[config.mk]
export PLATFORM = sky130hd
export DESIGN_NAME = bin_display_emitter
export DESIGN_NICKNAME = d
export VERILOG_FILES = /design/src/rtl/bin_display_pkg.sv /design/src/rtl/bin_display_emitter.sv
export SDC_FILE = /design/constraint.sdc
export NUM_CORES = 1
export LEC_CHECK = 0
export ABC_AREA = 1
export CORE_MARGIN = 5
export CORE_UTILIZATION = 51
export CTS_CLUSTER_DIAMETER = 80
export DETAILED_ROUTE_END_ITERATION = 8
export GPL_TIMING_DRIVEN = 1
export PLACE_DENSITY_LB_ADDON = 0.3
export SLEW_MARGIN = 40
export SYNTH_ARGS = -nofsm -noshare
export SYNTH_HDL_FRONTEND = slang
export SYNTH_SLANG_ARGS = --single-unit
[constraint.sdc]
create_clock -name clk -period 2.2 [get_ports clk]
set_clock_uncertainty 0.2 [all_clocks]
set_input_delay 0.44 -clock clk [delete_from_list [all_inputs] [get_ports clk]]
set_output_delay 0.44 -clock clk [all_outputs]
set_load 0.005 [all_outputs]
[src/rtl/bin_display_pkg.sv]
// Shared types and ASCII constants for the binary-to-text line emitter.
package bin_display_pkg;

  typedef enum logic [2:0] {
    ST_IDLE,
    ST_PREFIX,
    ST_EQUALS,
    ST_DIGITS,
    ST_EOL
  } state_t;

  localparam logic [7:0] ASC_ZERO = 8'h30;
  localparam logic [7:0] ASC_ONE  = 8'h31;
  localparam logic [7:0] ASC_EQ   = 8'h3D;
  localparam logic [7:0] ASC_LF   = 8'h0A;

  function automatic int bytes_per_line(input int width, input int prefix_len,
                                        input int newline);
    return prefix_len + 1 + width + newline;
  endfunction

endpackage

[src/rtl/bin_display_emitter.sv]
// Emits "label=0101..\n" for each accepted word as a valid/ready byte stream.
module bin_display_emitter
  import bin_display_pkg::*;
#(
  parameter int WIDTH      = 8,
  parameter int PREFIX_LEN = 4,
  parameter int NEWLINE    = 1,
  parameter int CNT_W      = 16
) (
  input  logic                                          clk,
  input  logic                                          reset_n,
  input  logic                                          in_valid,
  output logic                                          in_ready,
  input  logic [WIDTH-1:0]                              in_value,
  input  logic [((PREFIX_LEN > 0) ? 8*PREFIX_LEN : 8)-1:0] in_prefix,
  output logic                                          out_valid,
  input  logic                                          out_ready,
  output logic [7:0]                                    out_byte,
  output logic                                          out_last,
  output logic                                          busy,
  output logic [CNT_W-1:0]                              line_count
);

  localparam int PW   = (PREFIX_LEN > 0) ? 8*PREFIX_LEN : 8;
  localparam int PI_W = (PREFIX_LEN > 0) ? $clog2(PREFIX_LEN + 1) : 1;
  localparam int DI_W = $clog2(WIDTH + 1);
  localparam logic [PI_W-1:0] PIDX_LAST = PI_W'(PREFIX_LEN - 1);
  localparam logic [DI_W-1:0] DIDX_TOP  = DI_W'(WIDTH - 1);

  state_t            state, state_nxt;
  logic [PI_W-1:0]   pidx, pidx_nxt;
  logic [DI_W-1:0]   didx, didx_nxt;
  logic [WIDTH-1:0]  value_q, value_src;
  logic [PW-1:0]     prefix_q, prefix_src;
  logic              capture, xfer;
  logic [7:0]        byte_nxt;
  logic              last_nxt;
  logic              valid_nxt;

  assign in_ready = (state == ST_IDLE);
  assign busy     = (state != ST_IDLE);
  assign xfer     = out_valid && out_ready;

  always_comb begin
    state_nxt  = state;
    pidx_nxt   = pidx;
    didx_nxt   = didx;
    capture    = 1'b0;
    byte_nxt   = 8'h00;
    last_nxt   = 1'b0;
    valid_nxt  = 1'b0;

    case (state)
      ST_IDLE: begin
        if (in_valid) begin
          capture   = 1'b1;
          pidx_nxt  = '0;
          didx_nxt  = DIDX_TOP;
          state_nxt = (PREFIX_LEN > 0) ? ST_PREFIX : ST_EQUALS;
        end
      end
      ST_PREFIX: begin
        if (xfer) begin
          if (pidx == PIDX_LAST) state_nxt = ST_EQUALS;
          else                   pidx_nxt  = pidx + PI_W'(1);
        end
      end
      ST_EQUALS: begin
        if (xfer) begin
          state_nxt = ST_DIGITS;
          didx_nxt  = DIDX_TOP;
        end
      end
      ST_DIGITS: begin
        if (xfer) begin
          if (didx == '0) state_nxt = (NEWLINE != 0) ? ST_EOL : ST_IDLE;
          else            didx_nxt  = didx - DI_W'(1);
        end
      end
      ST_EOL: begin
        if (xfer) state_nxt = ST_IDLE;
      end
      default: state_nxt = ST_IDLE;
    endcase

    // The byte register is loaded with the character for the upcoming state, so
    // on the accept edge the live inputs stand in for the not-yet-written copies.
    value_src  = capture ? in_value  : value_q;
    prefix_src = capture ? in_prefix : prefix_q;

    valid_nxt = (state_nxt != ST_IDLE);
    case (state_nxt)
      ST_PREFIX: begin
        for (int i = 0; i < PW/8; i++) begin
          if (pidx_nxt == PI_W'(i)) byte_nxt = prefix_src[PW-1-8*i -: 8];
        end
      end
      ST_EQUALS: byte_nxt = ASC_EQ;
      ST_DIGITS: begin
        byte_nxt = (|(value_src & (WIDTH'(1) << didx_nxt))) ? ASC_ONE : ASC_ZERO;
        last_nxt = (NEWLINE == 0) && (didx_nxt == '0);
      end
      ST_EOL: begin
        byte_nxt = ASC_LF;
        last_nxt = 1'b1;
      end
      default: byte_nxt = 8'h00;
    endcase
  end

  always_ff @(posedge clk) begin
    if (!reset_n) begin
      state      <= ST_IDLE;
      pidx       <= '0;
      didx       <= '0;
      out_valid  <= 1'b0;
      out_last   <= 1'b0;
      out_byte   <= 8'h00;
      line_count <= '0;
    end else begin
      state     <= state_nxt;
      pidx      <= pidx_nxt;
      didx      <= didx_nxt;
      out_valid <= valid_nxt;
      out_last  <= last_nxt;
      out_byte  <= byte_nxt;
      if (xfer && out_last) line_count <= line_count + CNT_W'(1);
    end
  end

  always_ff @(posedge clk) begin
    if (capture) begin
      value_q  <= in_value;
      prefix_q <= in_prefix;
    end
  end

endmodule
## Word-level counts from Yosys, hierarchy flattened

Cells that the tools add are included.
W data, S select, Z words.

| word-level totals | value |
|---|---|
| flip-flop bits (word level) | 76 |
| output and inout port bits | 28 |

| cells by class | value |
|---|---|
| add/sub/neg operators | 3 |
| shifts and indexed selects | 1 |
| equality and inequality tests | 12 |
| bitwise logic cells | 1 |
| reduce and logical (&&, ||, !) cells | 8 |
| muxes and demuxes | 28 |

Operator list:

| kind | count |
|---|---|
| $mux W8 | 5 |
| $mux W32 | 1 |
| $pmux W8 S4 | 1 |
| $mux W3 | 10 |
| $eq A3 B2 Y1 const B | 7 |
| $add A16 B1 Y16 const B | 1 |
| $mux W4 | 4 |
| $pmux W3 S5 | 1 |
| $pmux W4 S3 | 1 |
| $eq A3 B1 Y1 const B | 3 |
| $and A8 B8 Y8 | 1 |
| $reduce_or A8 Y1 | 1 |
| $shl A1 B4 Y8 const A | 1 |
| $eq A3 B3 Y1 const B | 2 |
| $logic_not A3 Y1 | 2 |
| $pmux W3 S2 | 1 |
| $reduce_bool A3 Y1 | 2 |
| $logic_not A4 Y1 | 1 |
| $mux W1 | 4 |
| $sub A4 B1 Y4 const B | 1 |
| $add A3 B1 Y3 const B | 1 |
| $logic_and A1 B1 Y1 | 2 |

## Longest topological paths before layout

Gate-level depths: netlist of the first run.

| logic depth | value |
|---|---|
| depth after elaboration | 10 |
| depth in mapped cells | 13 |
| mapped depth without buffers | 13 |

## Worst setup path before layout of the first run

Ideal clock, no wire load.

| timing path | value |
|---|---|
| path kind | in2reg |
| start | input out_ready |
| end | register line_count[15] |
| path slack | 328 ps |
| arrival | 1,553 ps |
| stages on the path | 9 |
| required time | 1,881 ps |
| cell sequence | nand2_2 -> nor2_2 -> nand4_1 -> nor2_1 -> nand3_1 -> nor3_1 -> nand2_1 -> o21ai_0 -> a21oi_1 |

| on the way | value |
|---|---|
| word-level cells in the longest chain between the ends | 2 |

RTL lines:

| element | RTL line | RTL |
|---|---|---|
| from (decl) | bin_display_emitter.sv:17 | `input logic out_ready,` |
| $logic_and A1 B1 Y1 | bin_display_emitter.sv:42 | `assign xfer = out_valid && out_ready;` |
| $logic_and A1 B1 Y1 | bin_display_emitter.sv:127 | `if (xfer && out_last) line_count <= line_count + CNT_W'(1);` |
| to (signal assigned) | bin_display_emitter.sv:127 |  |
| to (decl) | bin_display_emitter.sv:21 | `output logic [CNT_W-1:0] line_count` |

Every way passes these cells.
A chain may end at the register's enable or synchronous reset.

## Final worst setup path of the first run

| timing path | value |
|---|---|
| start | input out_ready |
| end | register out_byte[7] |

| on the way | value |
|---|---|
| word-level cells in the longest chain between the ends | 9 |

RTL lines:

| element | RTL line | RTL |
|---|---|---|
| $logic_and A1 B1 Y1 (*) | bin_display_emitter.sv:42 |  |
| $mux W3 | bin_display_emitter.sv:63 | `if (xfer) begin` |
| $pmux W3 S2 | bin_display_emitter.sv:53 | `case (state)` |
| $logic_not A3 Y1 | bin_display_emitter.sv:95 | `if (pidx_nxt == PI_W'(i)) byte_nxt = prefix_src[PW-1-8*i -: 8];` |
| $mux W8 (4 in a row) | bin_display_emitter.sv:95 |  |
| $pmux W8 S4 (*) | bin_display_emitter.sv:92 | `case (state_nxt)` |
| to (signal assigned) | bin_display_emitter.sv:126 | `out_byte <= byte_nxt;` |
| to (decl) | bin_display_emitter.sv:18 | `output logic [7:0] out_byte,` |

Every way passes the cells marked *; elsewhere a longest branch is shown, timed or not.

==> flow_metrics.py, run 1 <==
metrics = {
    "synthesis": {
        "synth_most_common_cell": "nand2_1",
        "syn_area_um2": 3408,
        "synth_nets": 520,
        "async_reset_ff_share_pct": 0,
        "synth-xor-area-share_pct": 0.5140,
        "ys_ff_latch": 76,
        "syn_inst": 473,
        "synth.area.top_cells": "dfxtp_1 45%, nand2_1 19%, inv_1 5.0%",
        "netlist_top_cells_count": "169 x nand2_1, 76 x dfxtp_1, 45 x inv_1",
        "synth_compound_area_share_pct": 7.819,
        "yosys_warnings": 0,
        "synth-edff-count": 0,
        "synth.distinct_cells": 35,
        "synth_top_cell_by_area": "dfxtp_1",
        "yosysSeqAreaShare_pct": 44.64,
        "yosys.area_share.simple_pct": 37.92,
        "synth_top_area_share_pct": 44.64,
        "synth_top_family_by_area": "simple AND/OR/NAND/NOR gates",
        "syn_area_per_cell_um2": 7.206,
        "synthMuxAreaShare_pct": 0,
        "synth_adder_area_share_pct": 1.101,
        "synth_ff_type": "dfxtp_1",
    },
    "route": {
        "avgViaCountPerCell": 5.137,
        "drt_iter0_drc": 213,
        "wl_per_cell_um": 12.75,
        "detail-route-antenna-nets": 0,
        "drtPass1Iterations": 5,
        "vias": 3411,
        "post-route-drc-count": 0,
        "totalWireLength_um": 8467,
    },
    "sta": {
        "post-route-min-period_ps": 2119,
        "hold_viol_final": 0,
        "setup_viol": 0,
        "fmax_mhz": 472.0,
        "max_slew_margin_pct": 60.30,
        "final.setup.tns_ps": 0,
        "period_share_pct": 96.30,
        "tightest_slew_ps": 592.8,
        "final_max_slew_viol_count": 0,
    },
    "setup_path": {
        "worstPathMaxFanout": 6,
        "path_class": "primary input to register",
        "required_ps": 2260,
        "reg2reg_from": "didx[0]",
        "worst_setup_path_start_kind": "primary input",
        "rrSetupSlack_ps": 180,
        "r2r-end": "out_byte[7]",
        "end_kind": "register",
        "worst_r2r_path_depth": 9,
        "cp.arrival_ps": 2180,
    },
    "clock_network": {
        "cts_max_path_buffers": 2,
        "cts.sinks": 76,
        "clkLatencyLatePin_ps": 340,
        "root_buffer": "clkbuf_8",
        "clkTransAtPathRegs_ps": 90,
        "numCtsBuffers": 9,
        "htree_levels": 3,
        "cts_tree": "done",
        "cts_hold_buf": 0,
    },
    "final_layout": {
        "drive_above_1_share_pct": 16.87,
        "num_antenna_cells": 0,
        "area_growth_pct": 37.00,
        "utilization_pct": 72.71,
        "fin_nets": 629,
    },
    "pwr": {
        "p_leak_nw": 2.090,
        "vdd_ir_drop_max_mv": 0.4637,
        "p_per_area_nw_per_um2": 659.1,
    },
    "global_routing": {
        "grt_overflow": 0,
        "grt_pass1_wl_um": 13660,
        "grt_pass1_vias": 3097,
        "antenna_found_initial": 0,
        "grt_use_total_pct": 19.79,
        "grt_start_max_net_pins": 27,
    },
    "worst_hold_path": {
        "whs_endpoint": "prefix_q[8]",
        "min_from": "prefix_q[8]",
        "min_path_cells": 2,
        "hold_path_class": "register to register",
    },
    "run": {
        "maxCapViolCount": 0,
    },
    "outcome": {
        "status": "completed",
    },
    "floorplanning": {
        "fp-row-count": 29,
        "start_util_pct": 53.07,
        "die_y_um": 91.75,
        "design.portCount": 72,
        "dieArea_um2": 8418,
        "coreArea_um2": 6422,
        "die_w_um": 91.75,
    },
    "place": {
        "dp_hpwl_um": 6189,
        "gp_congestion": 0.9983,
        "port_buffers": 71,
    },
}
flip-flops by register name (all words and copies together), names as in the netlist:
signal	flops
prefix_q	32
line_count	16
out_byte	8
value_q	8
didx	4
pidx	3
state	3
out_last	1
out_valid	1
critical path, cell delays in order:
cell	delay [ps]
clkdlybuf4s50_1	410
nand2_2	110
buf_4	160
nor2_1	60
nand2_1	100
nor2_1	50
a31oi_1	460
nand3_1	200
a41oi_1	190
where the power goes:
part | internal [W] | switching [W]
Clock | 0.000417 | 0.000535
Combinational | 0.000275 | 0.000291
Sequential | 0.00152 | 0.0000448
Total | 0.00221 | 0.000871
final cells by class:
class	count	area, um^2
fill	509	1753
multi-input combinational	334	1645
sequential	76	1529
timing repair buffer	109	1021
inverter	52	202.7
clock buffer	9	123.9
tap	77	96.34
clock inverter	7	51.30
metrics by stage:
step	instance area, um^2	worst slack, ps	total power, W	hold WS, ps	cells
2_1_floorplan	3408	328.1	0.001896	215.9	473
3_3_place_gp	4431	-186.6	0.002131	235.8	645
3_5_place_dp	4431	-258.7	0.002147	235.7	645
4_1_cts	4617	5.539	0.003093	257.8	662
5_1_grt	4669	-5.339	0.003232	282.9	664
6_report	4669	81.42	0.003078	257.9	664
kinds of logic (layout without fill, tap and decap cells):
group	after synthesis	count (layout)
buf+inv	63	177
simple gates	281	281
fa+ha+maj	3	3
flops	76	76
xor+xnor	2	2
compound gates	48	48
per-layer routing:
| metal | global-route usage (%) | vias to the layer above | routed length, um |
|---|---|---|---|
| li1 | - | 1731 | - |
| met1 | 25.89 | 1541 | 3810 |
| met2 | 31.89 | 122 | 3961 |
| met3 | 4.583 | 17 | 533 |
| met4 | 7.426 | 0 | 162 |
| met5 | 0 | - | 0 |
how the worst max path moves through the flow:
stage / start / to
after floorplan: out_ready / line_count[15]
after global placement: out_ready / line_count[15]
after detailed placement: out_ready / line_count[15]
after CTS: state[0] / in_ready
after global routing: out_ready / line_count[15]
final: out_ready / out_byte[7]
what timing repair did:
item	CTS	global route
pin swaps	1	1
buffers inserted	1	2
gates resized for setup	3	11
setup endpoints to repair	2	11
layout by cell type, fill, tap and decap left out, types with 2 or more instances in the layout:
master	n
a21oi_1	16
a21oi_2	2
a31oi_1	2
buf_12	2
buf_4	36
clkbuf_8	9
clkdlybuf4s50_1	71
clkinv_2	3
dfxtp_1	72
dfxtp_2	3
ha_1	3
inv_1	44
inv_2	5
inv_4	3
nand2_1	167
nand2_2	7
nand3_1	32
nand3_2	5
nand3_4	2
nand4_1	12
nor2_1	31
nor2_2	4
nor2_4	4
nor2_8	2
nor3_1	8
o21ai_0	15
o21ai_1	7
or2_2	3
(Power assumes the default switching activity.)
==> run 2: changes to the inputs <==
--- a/config.mk
+++ b/config.mk
@@ -5,14 +5,14 @@
 export SDC_FILE = /design/constraint.sdc
 export NUM_CORES = 1
 export LEC_CHECK = 0
-export ABC_AREA = 1
 export CORE_MARGIN = 5
-export CORE_UTILIZATION = 51
+export CORE_UTILIZATION = 52
+export CTS_BUF_LIST = sky130_fd_sc_hd__clkbuf_2 sky130_fd_sc_hd__clkbuf_4 sky130_fd_sc_hd__clkbuf_8
 export CTS_CLUSTER_DIAMETER = 80
 export DETAILED_ROUTE_END_ITERATION = 8
 export GPL_TIMING_DRIVEN = 1
 export PLACE_DENSITY_LB_ADDON = 0.3
-export SLEW_MARGIN = 40
+export SLEW_MARGIN = 25
 export SYNTH_ARGS = -nofsm -noshare
 export SYNTH_HDL_FRONTEND = slang
 export SYNTH_SLANG_ARGS = --single-unit
==> run 2 against run 1 <==
  * Largest cell class unchanged
  * Sequential share of layout area fell by 2.4 points
  * Clock-buffer cell count unchanged
  * Non-clock buffer count increased by 21
  * Final cell count fell by 22%
  * Fmax is 13% lower
  * The run now ends with setup timing left
==> flow_metrics.py, run 2 <==
metrics = {
    "setup_path": {
        "required_ps": 2240,
        "cp.arrival_ps": 2470,
        "path_class": "register to register",
        "end_kind": "register",
        "worst_setup_path_start_kind": "register",
        "worstPathMaxFanout": 6,
    },
    "outcome": {
        "status": "complete, but fails checks",
        "violations": "setup timing",
    },
    "final_layout": {
        "largest_reg_flops": 32,
        "final_cell_mix": "69 x dfxtp_1, 67 x clkdlybuf4s50_1, 45 x buf_4, 27 x mux2_4",
        "fill_cells": 406,
        "num_antenna_cells": 0,
        "area_growth_pct": 50.56,
        "drive_above_1_share_pct": 34.47,
        "regMostFlops": "prefix_q",
        "utilization_pct": 80.02,
        "top_regs": "prefix_q (32), line_count (16)",
        "final_common_cell": "dfxtp_1",
        "fin_nets": 484,
    },
    "route": {
        "wl_per_cell_um": 17.19,
        "totalWireLength_um": 8906,
        "vias": 2755,
        "drtPass1Iterations": 4,
        "avgViaCountPerCell": 5.319,
        "detail-route-antenna-nets": 0,
        "drt_iter0_drc": 92,
        "post-route-drc-count": 0,
    },
    "pwr": {
        "p_seq_share_pct": 46.2,
        "p_sw_w": 0.0007972,
        "pwr-share-clk_pct": 34.0,
        "p_per_area_nw_per_um2": 663.9,
        "comb_power_share_pct": 19.7,
        "p_leak_nw": 2.192,
        "vdd_ir_drop_max_mv": 0.4759,
        "p_int_w": 0.002557,
        "swShare_pct": 23.77,
    },
    "clock_network": {
        "clkTransAtPathRegs_ps": 90,
        "htree_levels": 3,
        "cts_tree": "done",
        "cts_max_path_buffers": 2,
        "root_buffer": "clkbuf_8",
        "cts_hold_buf": 0,
        "clkLatencyLatePin_ps": 340,
        "numCtsBuffers": 9,
        "cts.sinks": 76,
    },
    "sta": {
        "rsz0062_at_grt": "yes",
        "hold_viol_final": 0,
        "post-route-min-period_ps": 2428,
        "fmax_mhz": 411.8,
        "tightest_slew_ps": 530.9,
        "setup_viol": 8,
        "final.setup.tns_ps": -1020,
        "layout_setup_ws_ps": -228.3,
        "final_max_slew_viol_count": 0,
        "max_slew_margin_pct": 64.28,
        "period_share_pct": 110.4,
    },
    "synthesis": {
        "synth-edff-count": 0,
        "synth_ff_type": "dfxtp_1",
        "ys_ff_latch": 76,
        "syn_area_per_cell_um2": 10.86,
        "synth_top_area_share_pct": 45.34,
        "synth_compound_area_share_pct": 8.874,
        "synth_top_family_by_area": "multiplexers",
        "synth.distinct_cells": 59,
        "async_reset_ff_share_pct": 0,
        "syn_area_um2": 3356,
        "yosys.area_share.simple_pct": 17.71,
        "synth_most_common_cell": "dfxtp_1",
        "synth_adder_area_share_pct": 1.119,
        "synthMuxAreaShare_pct": 20.92,
        "netlist_top_cells_count": "76 x dfxtp_1, 41 x mux2_2, 24 x mux2i_1, 24 x nor2_1, 14 x nand2_1",
        "synth.area.top_cells": "dfxtp_1 45%, mux2_2 14%, mux2i_1 7.2%",
        "yosys_warnings": 0,
        "synth_top_cell_by_area": "dfxtp_1",
        "synth_nets": 356,
        "syn_inst": 309,
        "synth-xor-area-share_pct": 2.871,
        "yosysSeqAreaShare_pct": 45.34,
    },
    "worst_hold_path": {
        "hold_path_class": "register to register",
    },
    "floorplanning": {
        "dieArea_um2": 8160,
        "die_w_um": 90.33,
        "start_util_pct": 53.15,
        "coreArea_um2": 6314,
        "design.portCount": 72,
        "fp-row-count": 29,
        "die_y_um": 90.33,
    },
    "place": {
        "port_buffers": 71,
        "gp_congestion": 0.8344,
        "dp_hpwl_um": 5745,
    },
    "global_routing": {
        "grt_pass1_vias": 3110,
        "grt_start_max_net_pins": 14,
        "antenna_found_initial": 0,
        "grt_use_total_pct": 22.16,
        "grt_pass1_wl_um": 14770,
        "grt_overflow": 0,
    },
    "run": {
        "maxCapViolCount": 0,
    },
}
[run 2: cell count changes in the layout (fill, tap and decap cells not counted), sizes merged, moves of 14 or more]
| cell | delta |
|---|---|
| inv | -48 |
| nand2 | -161 |
| buf | +20 |
| nor2 | -17 |
| nand3 | -38 |
| mux2 | +41 |
| o21ai | -14 |
| mux2i | +24 |
[run 2: path summary, 6_finish.rpt]
path,slack (ps),depth (start not counted),from,end
worst max-delay path,-230,10,state[0],out_byte[3]
worst min-delay path,280,1,value_q[2],value_q[2]
worst max register to register,-230,10,state[0],out_byte[3]
worst min register to register,280,1,value_q[2],value_q[2]
[run 2: logic make-up (layout without fill, tap and decap cells)]
group	Yosys count	after routing
AOI/OAI and AO/OA	40	40
xor gates and xnor gates	11	11
adders and majority gates	3	3
buffers and inverters	18	150
DFF	76	76
muxes	65	65
and+or+nand+nor	96	96
[run 2: worst max-delay path, cell delays in order (launching register included)]
cell and delay, ps:
dfxtp_4 350, buf_6 130, nor4b_4 320, buf_4 180
buf_6 100, buf_12 110, mux2_4 300, mux2i_1 140
and2b_1 150, a221oi_2 60, o31a_1 300
[run 2: area by class of cell]
class | instances | area [um^2] | area share [%]
multi-input cells | 215 | 1936 | 38.31
flip-flops and latches | 76 | 1535 | 30.39
well taps | 77 | 96.34 | 1.907
inverters | 5 | 18.77 | 0.3715
clock buffers | 9 | 123.9 | 2.452
repair buffers | 130 | 1255 | 24.84
clock inverters | 6 | 87.58 | 1.734
[run 2: per-stage QoR]
stage                     total power [W]  hold WS (ps)  cells  setup slack (ps)  cell area (um^2)
after floorplan                  0.001887         244.0    309            -58.61              3385
after CTS                        0.003348         275.8    518            -162.7              5012
after global routing             0.003506         289.0    518            -369.2              5052
after global placement           0.002105         251.6    495            -573.3              4512
final                            0.003354         276.5    518            -228.3              5052
after detailed placement         0.002128         257.3    495            -655.6              4512
[run 2: power groups by stage]
| stage | clock network (W) | logic [W] | registers (W) |
|---|---|---|---|
| floorplan | 0 | 0.000315 | 0.00157 |
| global placement | 0 | 0.000533 | 0.00157 |
| detailed placement | 0 | 0.000547 | 0.00158 |
| CTS | 0.00115 | 0.000648 | 0.00155 |
| global route | 0.00123 | 0.000714 | 0.00156 |
| finish | 0.00114 | 0.000662 | 0.00155 |
[run 2: layer usage]
| metal | wire (um) | share of wire (%) | up-vias | track usage [%] |
|---|---|---|---|---|
| met1 | 3843 | 43 | 1334 | 25.68 |
| met3 | 327 | 3.7 | 12 | 5.000 |
| li1 | - | - | 1352 | - |
| met4 | 117 | 1.3 | 0 | 8.313 |
| met2 | 4617 | 52 | 57 | 39.51 |
| met5 | 0 | 0 | - | 0 |
[run 2: timing repair]
action | 4_1_cts | 5_1_grt
endpoints found under the hold margin | 0 | 0
setup buffers | 7 | 4
pin swaps | 13 | 11
endpoints found under the setup margin | 11 | 10
gates cloned | 2 | 1
resized for setup | 53 | 20
